## config.mk

```make
export PLATFORM = sky130hd
export DESIGN_NAME = shift_fifo_ctrl
export DESIGN_NICKNAME = d
export VERILOG_FILES = /design/src/rtl/shift_fifo_ctrl.sv
export SDC_FILE = /design/constraint.sdc
export NUM_CORES = 1
export LEC_CHECK = 0
export BUFFER_PORTS_ARGS = -buffer_cell sky130_fd_sc_hd__buf_2
export CAP_MARGIN = 20
export CORE_AREA = 2 2 61 63
export CTS_CLUSTER_SIZE = 10
export DETAILED_ROUTE_END_ITERATION = 12
export DIE_AREA = 0 0 63 65
export HOLD_SLACK_MARGIN = 0.08
export PLACE_DENSITY = 0.82
export SYNTH_ARGS = -nofsm -noshare
export SYNTH_HDL_FRONTEND = slang
export SYNTH_SLANG_ARGS = --single-unit
```

## constraint.sdc

```tcl
create_clock -name clk -period 4.3 [get_ports clk]
set_input_delay 0.43 -clock clk [delete_from_list [all_inputs] [get_ports clk]]
set_output_delay 0.43 -clock clk [all_outputs]
set_load 0.02 [all_outputs]
```

## src/rtl/shift_fifo_ctrl.sv

```systemverilog
// Sequences one PIO state machine's OSR/ISR shifters against the TX/RX FIFOs:
// executes OUT/IN/PULL/PUSH micro-ops, tracks shift counts, and handles autopull/autopush.
module shift_fifo_ctrl #(
    parameter int OSR_RST_CNT = 32,
    parameter int CNT_W       = 6
) (
    input  logic             clk,
    input  logic             reset,
    input  logic             penable,
    input  logic             op_valid,
    input  logic [1:0]       op_type,
    input  logic [4:0]       op_bits,
    input  logic             op_block,
    input  logic             autopull,
    input  logic             autopush,
    input  logic [4:0]       pull_thresh,
    input  logic [4:0]       push_thresh,
    input  logic             tx_empty,
    input  logic             rx_full,
    output logic             tx_pop,
    output logic             rx_push,
    output logic             osr_load,
    output logic             osr_shift,
    output logic             isr_shift,
    output logic             isr_clear,
    output logic [CNT_W-1:0] shift_amt,
    output logic [CNT_W-1:0] osr_count,
    output logic [CNT_W-1:0] isr_count,
    output logic             stall,
    output logic             op_done
);

    localparam logic [CNT_W-1:0] FULL_CNT = CNT_W'(32);
    localparam logic [1:0] OP_OUT  = 2'd0;
    localparam logic [1:0] OP_IN   = 2'd1;
    localparam logic [1:0] OP_PULL = 2'd2;
    localparam logic [1:0] OP_PUSH = 2'd3;

    typedef enum logic [1:0] {IDLE, OUT_GO, IN_PUSH} state_t;

    state_t           state, state_nxt;
    logic [CNT_W-1:0] osr_count_nxt, isr_count_nxt;
    logic [CNT_W-1:0] bits_n, pull_thr, push_thr, isr_sum;
    logic             active, pull_due;

    // Shift counts never exceed a full 32-bit register.
    function automatic logic [CNT_W-1:0] sat_add(input logic [CNT_W-1:0] a,
                                                 input logic [CNT_W-1:0] b);
        logic [CNT_W:0] s;
        s = {1'b0, a} + {1'b0, b};
        if (s > {1'b0, FULL_CNT})
            return FULL_CNT;
        return s[CNT_W-1:0];
    endfunction

    function automatic logic [CNT_W-1:0] decode32(input logic [4:0] v);
        return (v == 5'd0) ? FULL_CNT : CNT_W'(v);
    endfunction

    assign bits_n    = decode32(op_bits);
    assign pull_thr  = decode32(pull_thresh);
    assign push_thr  = decode32(push_thresh);
    assign shift_amt = bits_n;
    assign isr_sum   = sat_add(isr_count, bits_n);
    assign pull_due  = autopull && (osr_count >= pull_thr);
    // Reset also masks the strobes so an aborted op never touches a FIFO.
    assign active    = penable && !reset;

    always_comb begin
        state_nxt     = state;
        osr_count_nxt = osr_count;
        isr_count_nxt = isr_count;
        tx_pop        = 1'b0;
        rx_push       = 1'b0;
        osr_load      = 1'b0;
        osr_shift     = 1'b0;
        isr_shift     = 1'b0;
        isr_clear     = 1'b0;
        stall         = 1'b0;
        op_done       = 1'b0;
        if (active) begin
            unique case (state)
                IDLE: begin
                    if (!op_valid) begin
                        if (pull_due && !tx_empty) begin
                            tx_pop        = 1'b1;
                            osr_load      = 1'b1;
                            osr_count_nxt = '0;
                        end
                    end else begin
                        unique case (op_type)
                            OP_OUT: begin
                                if (pull_due) begin
                                    stall = 1'b1;
                                    if (!tx_empty) begin
                                        tx_pop        = 1'b1;
                                        osr_load      = 1'b1;
                                        osr_count_nxt = '0;
                                        state_nxt     = OUT_GO;
                                    end
                                end else begin
                                    osr_shift     = 1'b1;
                                    osr_count_nxt = sat_add(osr_count, bits_n);
                                    op_done       = 1'b1;
                                end
                            end
                            OP_IN: begin
                                isr_shift     = 1'b1;
                                isr_count_nxt = isr_sum;
                                if (autopush && (isr_sum >= push_thr)) begin
                                    stall     = 1'b1;
                                    state_nxt = IN_PUSH;
                                end else begin
                                    op_done = 1'b1;
                                end
                            end
                            OP_PULL: begin
                                if (!tx_empty) begin
                                    tx_pop        = 1'b1;
                                    osr_load      = 1'b1;
                                    osr_count_nxt = '0;
                                    op_done       = 1'b1;
                                end else if (op_block) begin
                                    stall = 1'b1;
                                end else begin
                                    op_done = 1'b1;
                                end
                            end
                            OP_PUSH: begin
                                if (!rx_full || !op_block) begin
                                    // A non-blocking push into a full FIFO drops the data.
                                    rx_push       = !rx_full;
                                    isr_clear     = 1'b1;
                                    isr_count_nxt = '0;
                                    op_done       = 1'b1;
                                end else begin
                                    stall = 1'b1;
                                end
                            end
                            default: ;
                        endcase
                    end
                end
                OUT_GO: begin
                    osr_shift     = 1'b1;
                    osr_count_nxt = sat_add(osr_count, bits_n);
                    op_done       = 1'b1;
                    state_nxt     = IDLE;
                end
                IN_PUSH: begin
                    if (rx_full) begin
                        stall = 1'b1;
                    end else begin
                        rx_push       = 1'b1;
                        isr_clear     = 1'b1;
                        isr_count_nxt = '0;
                        op_done       = 1'b1;
                        state_nxt     = IDLE;
                    end
                end
                default: state_nxt = IDLE;
            endcase
        end
    end

    always_ff @(posedge clk) begin
        if (reset) begin
            state     <= IDLE;
            osr_count <= CNT_W'(OSR_RST_CNT);
            isr_count <= '0;
        end else begin
            state     <= state_nxt;
            osr_count <= osr_count_nxt;
            isr_count <= isr_count_nxt;
        end
    end

endmodule

```

==> results.json <==
{
  "drcViolationCount": 0,
  "grt_pass1_wl_um": 6610,
  "worst-slew-pin-transition_ns": 0.606,
  "wire_per_inst_um": 12.9,
  "ant_nets": 0,
  "cts_setup_buffers": 0,
  "post-place-ws_ns": 0.258,
  "crit_required_ns": 3.87,
  "synth_top_cell_area_share_pct": 18.0,
  "synth.cells.most_frequent": "ha_1, nor2_1, a21oi_1, inv_1",
  "antenna_found_initial": 0,
  "place_area_mm2": 0.00192,
  "cts_made_buffers": 3,
  "viasPerCell": 5.42,
  "io_pins": 52,
  "cp_data_arrival_time_ns": 3.68,
  "die_width_um": 63,
  "die-area_mm2": 0.00410,
  "drt-pass1-iter-count": 4,
  "yosys_warnings": 0,
  "clock_latency_ns": 0.31,
  "yosysUniqueCellTypes": 55,
  "yosysMostFrequentCell": "ha_1",
  "crit_type": "flip-flop to output port",
  "fp.dieH_um": 65,
  "fin_ws_ns": 0.191,
  "p_per_area_mw_per_mm2": 187,
  "hold_viol": 0,
  "drv_cap": 0,
  "clock_path_buffers": 2,
  "skew_ns": 0.00756,
  "synth_seq_area_share_pct": 16.8,
  "finalInstanceArea_mm2": 0.00197,
  "routed_wl_um": 3900,
  "synth_flop_cell": "dfxtp_1",
  "htreeDepth": 1,
  "fmax_mhz": 243,
  "netlist_area_mm2": 0.00167,
  "crit_fanout": 3,
  "antenna_cells": 0,
  "first_global_vias": 1458,
  "postSynth.asyncResetShare_pct": 0,
  "hold_class": "primary input to flip-flop",
  "drt_iter0_drc": 53,
  "start_util_pct": 47.8,
  "slew_headroom_pct": 59.4,
  "place_hpwl_um": 3160,
  "vias": 1630,
  "core-area_mm2": 0.00350,
  "instances_no_fill": 301,
  "status": "complete, no violations",
  "critPathLaunchType": "flip-flop",
  "leakagePower_uw": 0.00100,
  "vdd_ir_drop_max_v": 0.000101,
  "drive_above_1_share_pct": 28.1,
  "grt_max_degree": 14,
  "synth_seq_cells": 14,
  "clock-root-buffer": "clkbuf_4",
  "drv_slew": 0,
  "period_minus_slack_ns": 4.11,
  "synth_area_leaders": "ha_1, dfxtp_1, a21oi_1",
  "netlist_instances": 211,
  "cts_tree": "yes",
  "grt-ovfl-total": 0,
  "dp_cells": 297,
  "yosysTopAreaCell": "ha_1",
  "path_clk_slew_ns": 0.10,
  "cts.sinks": 14,
  "synth-edff-count": 0,
  "gp_congestion": 0.926,
  "fin_util_pct": 56.3,
  "grt_use_total_pct": 20.1,
  "portBuffers": 51,
  "rows": 22,
  "avgSynthCellArea_um2": 7.92,
  "finalSetupViolCount": 0,
  "fin_crit_sh_pct": 95.6,
  "areaGrowthSynthToFinish_pct": 17.9,
  "syn_nets": 263,
  "cp-end-kind": "output port",
  "fin_nets": 306
}
==> worst paths after layout <==
check | startpoint | end | slack (ns) | depth (start not counted)
setup reg to reg | isr_count[0] | state[1] | 1.18 | 14
hold / removal | reset | state[0] | 0.42 | 2
setup / recovery | isr_count[0] | op_done | 0.19 | 15
hold reg to reg | isr_count[3] | isr_count[3] | 0.47 | 2
==> critical path, stage by stage (launching register included) <==
cell	delay (ns)
dfxtp_1	0.35
ha_1	0.24
fa_1	0.40
a21o_1	0.18
a21oi_2	0.19
xor2_1	0.28
nand3_1	0.13
a21oi_2	0.19
and2_1	0.15
ha_1	0.22
a21o_1	0.15
a21oi_1	0.15
o21ai_1	0.12
a311oi_2	0.32
a21bo_1	0.14
buf_2	0.15
==> per-stage QoR <==
| stage | power (uW) | hold slack [ns] | TNS, ns |
|---|---|---|---|
| after floorplan | 228 | 0.537 | 0 |
| after global placement | 260 | 0.457 | 0 |
| after detailed placement | 263 | 0.460 | 0 |
| after CTS | 367 | 0.416 | 0 |
| after global routing | 391 | 0.421 | -0.00488 |
| final | 368 | 0.419 | 0 |
==> cell type report <==
type / count / area (um^2)
fill: 337 / 1530
timing repair buffer: 51 / 255
sequential: 14 / 280
multi-input combinational: 168 / 1280
clock buffer: 4 / 36.3
inverter: 16 / 60.1
tap: 48 / 60.1
==> sequential cells by signal, summed over array words and instances (netlist names) <==
signal	cells
isr_count	6
osr_count	6
state	2
==> placed cells by master (no fill, tap or decap), types with 4 or more instances in the layout <==
master,count
a21oi_1,15
nand3_1,9
dfxtp_1,14
o21ai_1,6
nor2_1,17
nand2b_1,4
ha_1,24
xor2_1,4
nor2b_1,4
o21ai_0,5
inv_1,16
a21o_1,7
a22o_1,5
nor3_1,7
nand2_1,13
buf_2,51
==> kinds of logic after synthesis <==
kind of cell    share of synthesized area (%)
mux                                     0.599
flops                                    16.8
compound gates                           26.2
xor+xnor                                 3.67
fa+ha+maj                                20.4
buf+inv                                  7.49
simple gates                             24.9
==> layer usage <==
layer,vias to the layer above,share of wire [%],GRT usage (%)
met3,7,5.1,3.82
met2,40,48,34.3
li1,845,-,-
met1,738,45,25.4
met5,-,0,0
met4,0,1.5,6.39
==> repair_timing <==
action                     CTS  global route
resized for setup            0             3
hold buffers                 0             0
setup endpoints to repair    0             2
==> power breakdown <==
part / total (uW) / switching (uW) / leakage (uW) / internal (uW)
logic: 126 / 73.4 / 0.000866 / 52.3
clock network: 107 / 55.0 / 0.0000210 / 51.8
registers: 136 / 3.52 / 0.000113 / 132
(Power assumes the default switching activity.)
